### src/rtl/audio_pwm_player.sv
// audio_pwm_player
//   Buffers 16-bit signed audio samples in a small FIFO, pops one sample per
//   sample-rate tick and renders it as a registered PWM bit stream for the
//   board's audio low-pass filter. Sticky flags report dropped samples
//   (overflow) and starved ticks (underflow).
//
//   Optional build macro: AUDIO_PWM_DITHER_EN
//     When defined, first-order error feedback carries the truncated
//     residual between samples. When undefined, the duty is plain truncation.
//
// Ports
//   clk_25mhz    in   system clock
//   reset        in   asynchronous, active-high
//   sample_in    in   16-bit signed sample
//   sample_valid in   one-cycle push strobe
//   enable       in   playback enable (0 forces IDLE)
//   clear_flags  in   one-cycle pulse, clears overflow/underflow
//   pwm_out      out  registered PWM output
//   fifo_level   out  FIFO occupancy
//   overflow     out  sticky, a sample was dropped
//   underflow    out  sticky, a PLAY tick found the FIFO empty
module audio_pwm_player #(
   parameter int CLK_HZ     = 25_000_000,
   parameter int SAMPLE_HZ  = 48_000,
   parameter int FIFO_DEPTH = 16,
   parameter int PWM_BITS   = 8
) (
   input  logic                          clk_25mhz,
   input  logic                          reset,
   input  logic [15:0]                   sample_in,
   input  logic                          sample_valid,
   input  logic                          enable,
   input  logic                          clear_flags,
   output logic                          pwm_out,
   output logic [$clog2(FIFO_DEPTH):0]   fifo_level,
   output logic                          overflow,
   output logic                          underflow
);

   localparam int SAMPLE_DIV = CLK_HZ / SAMPLE_HZ;
   localparam int AW         = $clog2(FIFO_DEPTH);
   localparam int TW         = $clog2(SAMPLE_DIV);
   localparam int RES        = 16 - PWM_BITS;

   localparam logic [TW-1:0]       TICK_LAST = TW'(SAMPLE_DIV - 1);
   localparam logic [AW:0]         LVL_FULL  = (AW+1)'(FIFO_DEPTH);
   localparam logic [AW:0]         LVL_HALF  = (AW+1)'(FIFO_DEPTH / 2);
   localparam logic [AW:0]         LVL_ONE   = (AW+1)'(1);
   localparam logic [PWM_BITS-1:0] DUTY_MID  = {1'b1, {(PWM_BITS-1){1'b0}}};
   localparam logic [PWM_BITS-1:0] DUTY_MAX  = '1;

   typedef enum logic [1:0] {IDLE, PRIME, PLAY} state_t;

   state_t                state;
   logic [TW-1:0]         tick_cnt;
   logic [PWM_BITS-1:0]   pwm_cnt;
   logic [PWM_BITS-1:0]   pend_duty;
   logic [PWM_BITS-1:0]   active_duty;
   logic [15:0]           mem [FIFO_DEPTH];
   logic [AW-1:0]         wr_ptr;
   logic [AW-1:0]         rd_ptr;

   logic                  tick, play_tick, pop, push, drop, starve;
   logic                  fifo_empty, fifo_full;
   logic [15:0]           offs;
   logic [PWM_BITS-1:0]   trunc;
   logic [PWM_BITS-1:0]   pop_duty;

   assign tick       = (state != IDLE) && (tick_cnt == TICK_LAST);
   assign fifo_empty = (fifo_level == '0);
   assign fifo_full  = (fifo_level == LVL_FULL);
   assign play_tick  = enable && (state == PLAY) && tick;
   assign pop        = play_tick && !fifo_empty;
   assign starve     = play_tick && fifo_empty;
   // A pop in the same cycle frees the slot, so a full FIFO still accepts.
   assign push       = sample_valid && (!fifo_full || pop);
   assign drop       = sample_valid && !push;

   // Signed -> offset binary, keep the top PWM_BITS bits.
   assign offs  = mem[rd_ptr] ^ 16'h8000;
   assign trunc = offs[15:RES];

`ifdef AUDIO_PWM_DITHER_EN
   logic [RES-1:0] acc;
   logic [RES:0]   acc_sum;

   assign acc_sum  = {1'b0, acc} + {1'b0, offs[RES-1:0]};
   // The residual carry bumps the duty by one LSB, never wrapping past max.
   assign pop_duty = (acc_sum[RES] && (trunc != DUTY_MAX)) ? trunc + PWM_BITS'(1) : trunc;

   always_ff @(posedge clk_25mhz or posedge reset) begin
      if (reset)
         acc <= '0;
      else if (!enable || state != PLAY || starve)
         acc <= '0;
      else if (pop)
         acc <= acc_sum[RES-1:0];
   end
`else
   logic unused_lsb;
   assign unused_lsb = ^offs[RES-1:0];
   assign pop_duty   = trunc;
`endif

   // Sample storage needs no reset; emptiness is carried by the pointers.
   always_ff @(posedge clk_25mhz) begin
      if (push)
         mem[wr_ptr] <= sample_in;
   end

   always_ff @(posedge clk_25mhz or posedge reset) begin
      if (reset) begin
         wr_ptr     <= '0;
         rd_ptr     <= '0;
         fifo_level <= '0;
         overflow   <= 1'b0;
         underflow  <= 1'b0;
      end else begin
         if (push) wr_ptr <= wr_ptr + AW'(1);
         if (pop)  rd_ptr <= rd_ptr + AW'(1);
         case ({push, pop})
            2'b10:   fifo_level <= fifo_level + LVL_ONE;
            2'b01:   fifo_level <= fifo_level - LVL_ONE;
            default: fifo_level <= fifo_level;
         endcase
         // A new event outranks a clear in the same cycle.
         overflow  <= drop   | (overflow  & ~clear_flags);
         underflow <= starve | (underflow & ~clear_flags);
      end
   end

   always_ff @(posedge clk_25mhz or posedge reset) begin
      if (reset) begin
         state       <= IDLE;
         tick_cnt    <= '0;
         pwm_cnt     <= '0;
         pend_duty   <= '0;
         active_duty <= '0;
         pwm_out     <= 1'b0;
      end else begin
         pwm_out <= (state != IDLE) && (pwm_cnt < active_duty);

         if (!enable) begin
            state       <= IDLE;
            tick_cnt    <= '0;
            pwm_cnt     <= '0;
            pend_duty   <= '0;
            active_duty <= '0;
         end else begin
            if (state == IDLE) begin
               tick_cnt <= '0;
               pwm_cnt  <= '0;
            end else begin
               tick_cnt <= tick ? '0 : tick_cnt + TW'(1);
               pwm_cnt  <= pwm_cnt + PWM_BITS'(1);
               // Duty changes only at a period boundary, so no period is cut short.
               if (pwm_cnt == DUTY_MAX)
                  active_duty <= pend_duty;
            end

            case (state)
               IDLE: begin
                  state       <= PRIME;
                  pend_duty   <= DUTY_MID;
                  // First PRIME period starts at mid-scale rather than silence.
                  active_duty <= DUTY_MID;
               end
               PRIME: begin
                  pend_duty <= DUTY_MID;
                  if (fifo_level >= LVL_HALF)
                     state <= PLAY;
               end
               PLAY: begin
                  if (pop) begin
                     pend_duty <= pop_duty;
                  end else if (starve) begin
                     pend_duty <= DUTY_MID;
                     state     <= PRIME;
                  end
               end
               default: state <= IDLE;
            endcase
         end
      end
   end

endmodule
### config.mk
export PLATFORM = sky130hd
export DESIGN_NAME = audio_pwm_player
export DESIGN_NICKNAME = d
export VERILOG_FILES = /design/src/rtl/audio_pwm_player.sv
export SDC_FILE = /design/constraint.sdc
export NUM_CORES = 1
export LEC_CHECK = 0
export CAP_MARGIN = 10
export CORE_ASPECT_RATIO = 1.75
export CORE_UTILIZATION = 40
export CTS_CLUSTER_DIAMETER = 200
export CTS_CLUSTER_SIZE = 20
export DETAILED_ROUTE_END_ITERATION = 10
export DONT_BUFFER_PORTS = 1
export HOLD_SLACK_MARGIN = 0.1
export PLACE_DENSITY = 0.63
export SLEW_MARGIN = 20
export SYNTH_ARGS = -nofsm -noshare
export SYNTH_HDL_FRONTEND = slang
export SYNTH_SLANG_ARGS = --single-unit
### constraint.sdc
create_clock -name clk_25mhz -period 2.7 [get_ports clk_25mhz]
set_input_delay 0.54 -clock clk_25mhz [delete_from_list [all_inputs] [get_ports clk_25mhz]]
set_output_delay 0.54 -clock clk_25mhz [all_outputs]
set_load 0.01 [all_outputs]
; ---- Word-level counts from Yosys, hierarchy flattened
; Memories as Yosys holds them, arrays and structs flattened.
; Index checks and enable logic that the tools add are counted.
[word_totals]
memories = 1
ramBits = 256
reg_bits = 52
[op_classes]
n_bitwise = 6
n_eq_ne = 13
n_mux = 20
reduce_logical = 19
order_cmp = 2
n_addsub = 6
[mem_list]
columns = name, depth, width, rd, rd_ports_with_merged_regs, wr, line_no
row1 = mem, 16, 16, 1, 0, 1, 59  ; logic [15:0] mem [FIFO_DEPTH];
[ops]
columns = cell, count
row1 = $mux W8, 8
row2 = $mux W10, 3
row3 = $pmux W8 S2, 1
row4 = $add A10 B1 Y10 const B, 1
row5 = $eq A10 B10 Y1 const B, 1
row6 = $pmux W5 S2, 1
row7 = $ne A3 B3 Y1 const B, 3
row8 = $add A4 B1 Y4 const B, 2
row9 = $add A8 B1 Y8 const B, 1
row10 = $eq A8 B8 Y1 const B, 1
row11 = $logic_and A1 B1 Y1, 8
row12 = $lt A8 B8 Y1, 1
row13 = $mux W2, 4
row14 = $pmux W2 S3, 1
row15 = $add A5 B1 Y5 const B, 1
row16 = $eq A5 B5 Y1 const B, 1
row17 = $ge A5 B4 Y1 const B, 1
row18 = $logic_not A5 Y1, 1
row19 = $sub A5 B1 Y5 const B, 1
row20 = $eq A2 B1 Y1 const B, 2
row21 = $eq A2 B2 Y1 const B, 2
row22 = $ne A4 B4 Y1 const B, 1
row23 = $reduce_bool A2 Y1, 2
row24 = $logic_not A1 Y1, 3
row25 = other kinds (11), 15

; ---- Logic depth before layout (Yosys ltp)
[logic_depth]
ltp_word = 9
ltp_mapped = 11
depth_no_buf = 11

; ---- Least setup slack after synthesis
; Ideal clock, no wire load.
[synth_timing]
kind = register to register
startpoint = register tick_cnt[0]
endpoint = register fifo_level[4]
synth_period_minus_slack_ns = 2.878
arrival_ns = 2.751
n_path_buf = 0
stages_incl_launch_ff = 11
setup_time_ns = 0.126
slack_ns = -0.178
path_cell_list = dfrtp_1 -> ha_1 -> nor3b_2 -> nand4_4 -> or3_2 -> inv_1 -> ha_1 -> nor2b_1 -> o21ai_0 -> a21oi_1 -> a311o_1
[synth_via]
elab_chain_cells = 8
elab_cells_between_ends = 10
classes_between = eq/ne (3) / mux (1) / reduce/logical (6)
[synth_rtl]
columns = item, line_no
row1 = start: declaration, 55  ; logic [TW-1:0] tick_cnt;
row2 = start signal: assignment, 154  ; tick_cnt <= tick ? '0 : tick_cnt + TW'(1);
row3 = $eq A10 B10 Y1 *, 69  ; assign tick = (state != IDLE) && (tick_cnt == TICK_LAST);
row4 = $logic_and A1 B1 Y1 *, 69
row5 = $logic_and A1 B1 Y1 *, 72  ; assign play_tick = enable && (state == PLAY) && tick;
row6 = $logic_and A1 B1 Y1 *, 73  ; assign pop = play_tick && !fifo_empty;
row7 = $logic_or A1 B1 Y1, 76  ; assign push = sample_valid && (!fifo_full || pop);
row8 = $logic_and A1 B1 Y1, 76
row9 = $eq A2 B1 Y1 or $eq A2 B2 Y1 (tied branches), 121  ; case ({push, pop})
row10 = $pmux W5 S2 or $reduce_bool A2 Y1 (tied branches), --
row11 = end signal: assignment, 122  ; 2'b10: fifo_level <= fifo_level + LVL_ONE;
row12 = end signal: assignment, 123  ; 2'b01: fifo_level <= fifo_level - LVL_ONE;
row13 = end signal: assignment, 124  ; default: fifo_level <= fifo_level;
row14 = end: declaration, 35  ; output logic [$clog2(FIFO_DEPTH):0] fifo_level,
; Mark *: on every way between the ends. The rest lies on a longest branch, timed or not.
; A chain may end at the register's enable or synchronous reset.

; ---- Final worst setup path
; Ends and elaborated chain as after synthesis.

==> impl_metrics.prom <==
# TYPE chip_impl_metric gauge
chip_impl_metric{name="final.fill_count",unit=""} 1586
chip_impl_metric{name="worst-endpoint-required",unit="ns"} 3.02
chip_impl_metric{name="timing.hold.worst_path_depth",unit=""} 0
chip_impl_metric{name="dr_total_vias",unit=""} 4055
chip_impl_metric{name="clkSlewWorstSetupHoldPaths",unit="ns"} 0.08
chip_impl_info{name="hold_path.class",value="input port to register"} 1
chip_impl_metric{name="antenna_cells",unit=""} 0
chip_impl_info{name="critPathLaunchType",value="register"} 1
chip_impl_info{name="cts_tree",value="built"} 1
chip_impl_metric{name="grt_pass1_wl",unit="um"} 23270
chip_impl_metric{name="synth-edff-count",unit=""} 128
chip_impl_metric{name="dpl_worst_slack",unit="ns"} -0.1101
chip_impl_metric{name="groute.usage.overall",unit=""} 0.1600
chip_impl_metric{name="final_nets",unit=""} 549
chip_impl_info{name="rsz0062_at_grt",value="false"} 1
chip_impl_info{name="clk_root_buffer_cell",value="clkbuf_16"} 1
chip_impl_metric{name="irDropWorstVdd",unit="uV"} 434.2
chip_impl_info{name="critPathCapture",value="fifo_level[4]"} 1
chip_impl_metric{name="ys_async_sr_fraction",unit=""} 0.2889
chip_impl_metric{name="r2r_setup_slack",unit="ns"} 0.10
chip_impl_info{name="status",value="finished clean"} 1
chip_impl_metric{name="clock_sink_count",unit=""} 180
chip_impl_metric{name="cts_buffer_depth",unit=""} 2
chip_impl_metric{name="avgSynthCellArea",unit="um2"} 16.39
chip_impl_metric{name="powerDensity",unit="nW/um2"} 783.3
chip_impl_metric{name="final.setup.worst_slack",unit="ns"} 0.1033
chip_impl_metric{name="synth_sequential_area_ratio",unit=""} 0.6709
chip_impl_info{name="yosys-top-cells-area",value="edfxtp_1 (50%), dfrtp_1 (17%), mux4_2 (9.4%), ha_1 (2.8%), xnor2_1 (1.8%)"} 1
chip_impl_info{name="synth_largest_area_cell",value="edfxtp_1"} 1
chip_impl_metric{name="initial_utilization",unit=""} 0.4109
chip_impl_metric{name="ant_nets",unit=""} 0
chip_impl_metric{name="cts_htree_levels",unit=""} 4
chip_impl_metric{name="grt_start_max_net_pins",unit=""} 25
chip_impl_metric{name="post-route-period-util",unit=""} 0.9617
chip_impl_metric{name="timing.critical_path.fanout_max",unit=""} 4
chip_impl_metric{name="area_delta_synth_final",unit="%"} 14.70
chip_impl_info{name="crit_start",value="tick_cnt[0]"} 1
chip_impl_metric{name="via_per_inst",unit=""} 5.329
chip_impl_metric{name="drt_drc_violations_left",unit=""} 0
chip_impl_metric{name="fin_max_slew_vios",unit=""} 0
chip_impl_metric{name="final_core_util",unit=""} 0.4713
chip_impl_metric{name="synth_largest_type_area_fraction",unit=""} 0.5012
chip_impl_metric{name="yosys_warnings",unit=""} 0
chip_impl_metric{name="die_h",unit="um"} 185.2
chip_impl_metric{name="postSynthNetCount",unit=""} 507
chip_impl_metric{name="ys_ff_latch",unit=""} 180
chip_impl_metric{name="gpl.final_weighted_congestion",unit=""} 0.7944
chip_impl_metric{name="floorplan.die.width",unit="um"} 106.7
chip_impl_info{name="end_kind",value="register"} 1
chip_impl_metric{name="dpl.hpwl",unit="um"} 10240
chip_impl_metric{name="grt_pass1_vias",unit=""} 4336
chip_impl_metric{name="power.static_leakage",unit="nW"} 3.211
chip_impl_metric{name="final_layout_size_suffix_gt1_frac",unit=""} 0.2486
chip_impl_metric{name="detail_route.wl_per_cell",unit="um"} 19.13
chip_impl_metric{name="report.final.hold_viol_count",unit=""} 0
chip_impl_metric{name="routed_wl",unit="um"} 14560
chip_impl_metric{name="design.die.area",unit="um2"} 19750
chip_impl_metric{name="post_synth_instance_area",unit="um2"} 7669
chip_impl_metric{name="finalWorstPathRequiredPeriod",unit="ns"} 2.597
chip_impl_info{name="synth-main-ff-cell",value="edfxtp_1"} 1
chip_impl_metric{name="core_area",unit="um2"} 18660
chip_impl_metric{name="peak_clock_frequency_supported_by_timing",unit="GHz"} 0.3851
chip_impl_metric{name="globalRouteOverflowTotal",unit=""} 0
chip_impl_metric{name="drt_pre_antenna_iters",unit=""} 4
chip_impl_metric{name="relSlewSlack",unit=""} 0.4670
chip_impl_info{name="regToRegEndpoint",value="fifo_level[4]"} 1
chip_impl_metric{name="port_buffers",unit=""} 0
chip_impl_metric{name="clk_latency",unit="ns"} 0.44
chip_impl_metric{name="drt_iter0_markers",unit=""} 255
chip_impl_metric{name="tritoncts.num_buffers",unit=""} 17
chip_impl_metric{name="synth_cell_type_count",unit=""} 55
chip_impl_metric{name="row_count",unit=""} 66
chip_impl_info{name="critPathKind",value="register to register"} 1
chip_impl_metric{name="setup_failing_eps_final",unit=""} 0
chip_impl_info{name="worst_r2r_startpoint",value="tick_cnt[0]"} 1
chip_impl_metric{name="postSynthCellCount",unit=""} 468
chip_impl_metric{name="worst-r2r-cell-count",unit=""} 10
chip_impl_metric{name="number_of_ports_placed_on_the_die_boundary",unit=""} 29
chip_impl_metric{name="finClkSkew",unit="ns"} 0.01480
chip_impl_metric{name="worstPathArrival",unit="ns"} 2.91
chip_impl_metric{name="antenna_found_initial",unit=""} 0
chip_impl_metric{name="max_cap_violations",unit=""} 0
chip_impl_metric{name="worstMarginPinSlew",unit="ns"} 0.7995
[worst max-delay path: stages, from the launching register on]
cell     delay (ns)
dfrtp_1        0.40
ha_4           0.17
nor3b_4        0.27
nand4_4        0.13
or3_4          0.40
inv_2          0.08
ha_1           0.23
nor2b_2        0.16
o21ai_2        0.19
a21oi_1        0.10
a311o_1        0.35
[power breakdown]
part	switching, W	internal, W
registers	0.000142	0.00326
clock network	0.00121	0.00126
logic	0.000570	0.000445
[through the flow]
| stage | area (um2) | hold slack [ns] | instances | total power (W) | TNS (ns) |
|---|---|---|---|---|---|
| after CTS | 8783 | 0.1815 | 761 | 0.006945 | 0 |
| after global routing | 8796 | 0.1795 | 761 | 0.007169 | 0 |
| after global placement | 8159 | 0.4561 | 727 | 0.004428 | -0.001643 |
| after floorplan | 7679 | 0.4386 | 468 | 0.004083 | 0 |
| after detailed placement | 8159 | 0.4758 | 727 | 0.004480 | -0.1101 |
| final | 8796 | 0.1929 | 761 | 0.006890 | 0 |
[synthesized netlist by cell type (2+ instances only)]
| cell | count |
|---|---|
| nor2_1 | 32 |
| and3_1 | 5 |
| ha_1 | 17 |
| a21o_1 | 3 |
| buf_6 | 2 |
| a211oi_1 | 8 |
| nor2b_1 | 10 |
| o21ai_0 | 7 |
| a22o_1 | 14 |
| clkbuf_1 | 9 |
| nand3_1 | 12 |
| dfrtp_1 | 52 |
| xnor2_1 | 16 |
| nand4_1 | 2 |
| nand2b_1 | 2 |
| and3_2 | 2 |
| a31oi_1 | 2 |
| edfxtp_1 | 128 |
| buf_12 | 2 |
| mux4_2 | 32 |
| xor2_1 | 7 |
| inv_1 | 25 |
| nor3_1 | 6 |
| mux2_4 | 2 |
| buf_2 | 4 |
| nand2_1 | 10 |
| and2_1 | 9 |
| a21oi_1 | 12 |
| mux2i_1 | 10 |
[area by class of cell]
cell class              instances  area [um2]  area share
flip-flops and latches        180        5146      0.5851
repair buffers                 41       322.8     0.03670
clock buffers                  17       425.4     0.04836
clock inverters                15       175.2     0.01991
multi-input cells             245        2335      0.2654
well taps                     238       297.8     0.03385
inverters                      25       93.84     0.01067
[repair_timing]
action,4_1_cts,5_1_grt
hold endpoints to repair,20,0
buffers inserted,1,0
gates resized for setup,3,2
hold buffers,1,0
setup endpoints to repair,2,1
pin swaps,1,1
[registers in the layout (all words and copies together) (netlist names)]
name	count
pwm_cnt	8
fifo_level	5
tick_cnt	10
pend_duty	8
pwm_out	1
active_duty	8
state	2
mem	128
rd_ptr	4
overflow	1
wr_ptr	4
underflow	1
[kinds of logic (layout without fill, tap and decap cells)]
group                    after synthesis  count (layout)  synth area share
AO/OA/AOI/OAI                         56              56           0.05449
XOR/XNOR                              23              23           0.02627
adder cells (fa/ha/maj)               18              18           0.03035
buffers and inverters                 43              98           0.02839
flip-flops                           180             180            0.6709
multiplexers                          44              44            0.1109
AND/OR/NAND/NOR                      104             104           0.07864
[layer usage]
layer	part of all wire	vias to the layer above	GRT usage
met5	0	-	0
met4	0.025	0	0.06466
met3	0.028	23	0.03272
met2	0.58	64	0.3161
met1	0.36	2102	0.1579
li1	-	1866	-
[worst min path at each step]
stage	from	to	slack (ns)
3_3_place_gp	pwm_cnt[0]	pwm_cnt[0]	0.46
2_1_floorplan	pwm_cnt[0]	pwm_cnt[0]	0.44
4_1_cts	sample_in[14]	mem[1][14]	0.18
3_5_place_dp	reset	pwm_cnt[3]	0.48
5_1_grt	sample_in[14]	mem[1][14]	0.18
6_report	sample_in[13]	mem[3][13]	0.19
[placed cells by master (no fill, tap or decap), types with 3 or more instances in the layout]
master | synthesis | layout
a211oi_1 | 8 | 8
a21o_1 | 3 | 3
a21oi_1 | 12 | 12
a22o_1 | 14 | 14
and2_1 | 9 | 9
and3_1 | 5 | 5
buf_4 | 1 | 39
clkbuf_16 | 0 | 17
clkinv_8 | 0 | 3
dfrtp_1 | 52 | 51
edfxtp_1 | 128 | 128
ha_1 | 17 | 16
inv_1 | 25 | 23
inv_6 | 0 | 4
inv_8 | 0 | 4
mux2i_1 | 10 | 10
mux4_2 | 32 | 32
nand2_1 | 10 | 10
nand3_1 | 12 | 12
nor2_1 | 32 | 32
nor2b_1 | 10 | 9
nor3_1 | 6 | 6
o21ai_0 | 7 | 6
xnor2_1 | 16 | 16
xor2_1 | 7 | 7
Power figures use the tool's default switching activity.
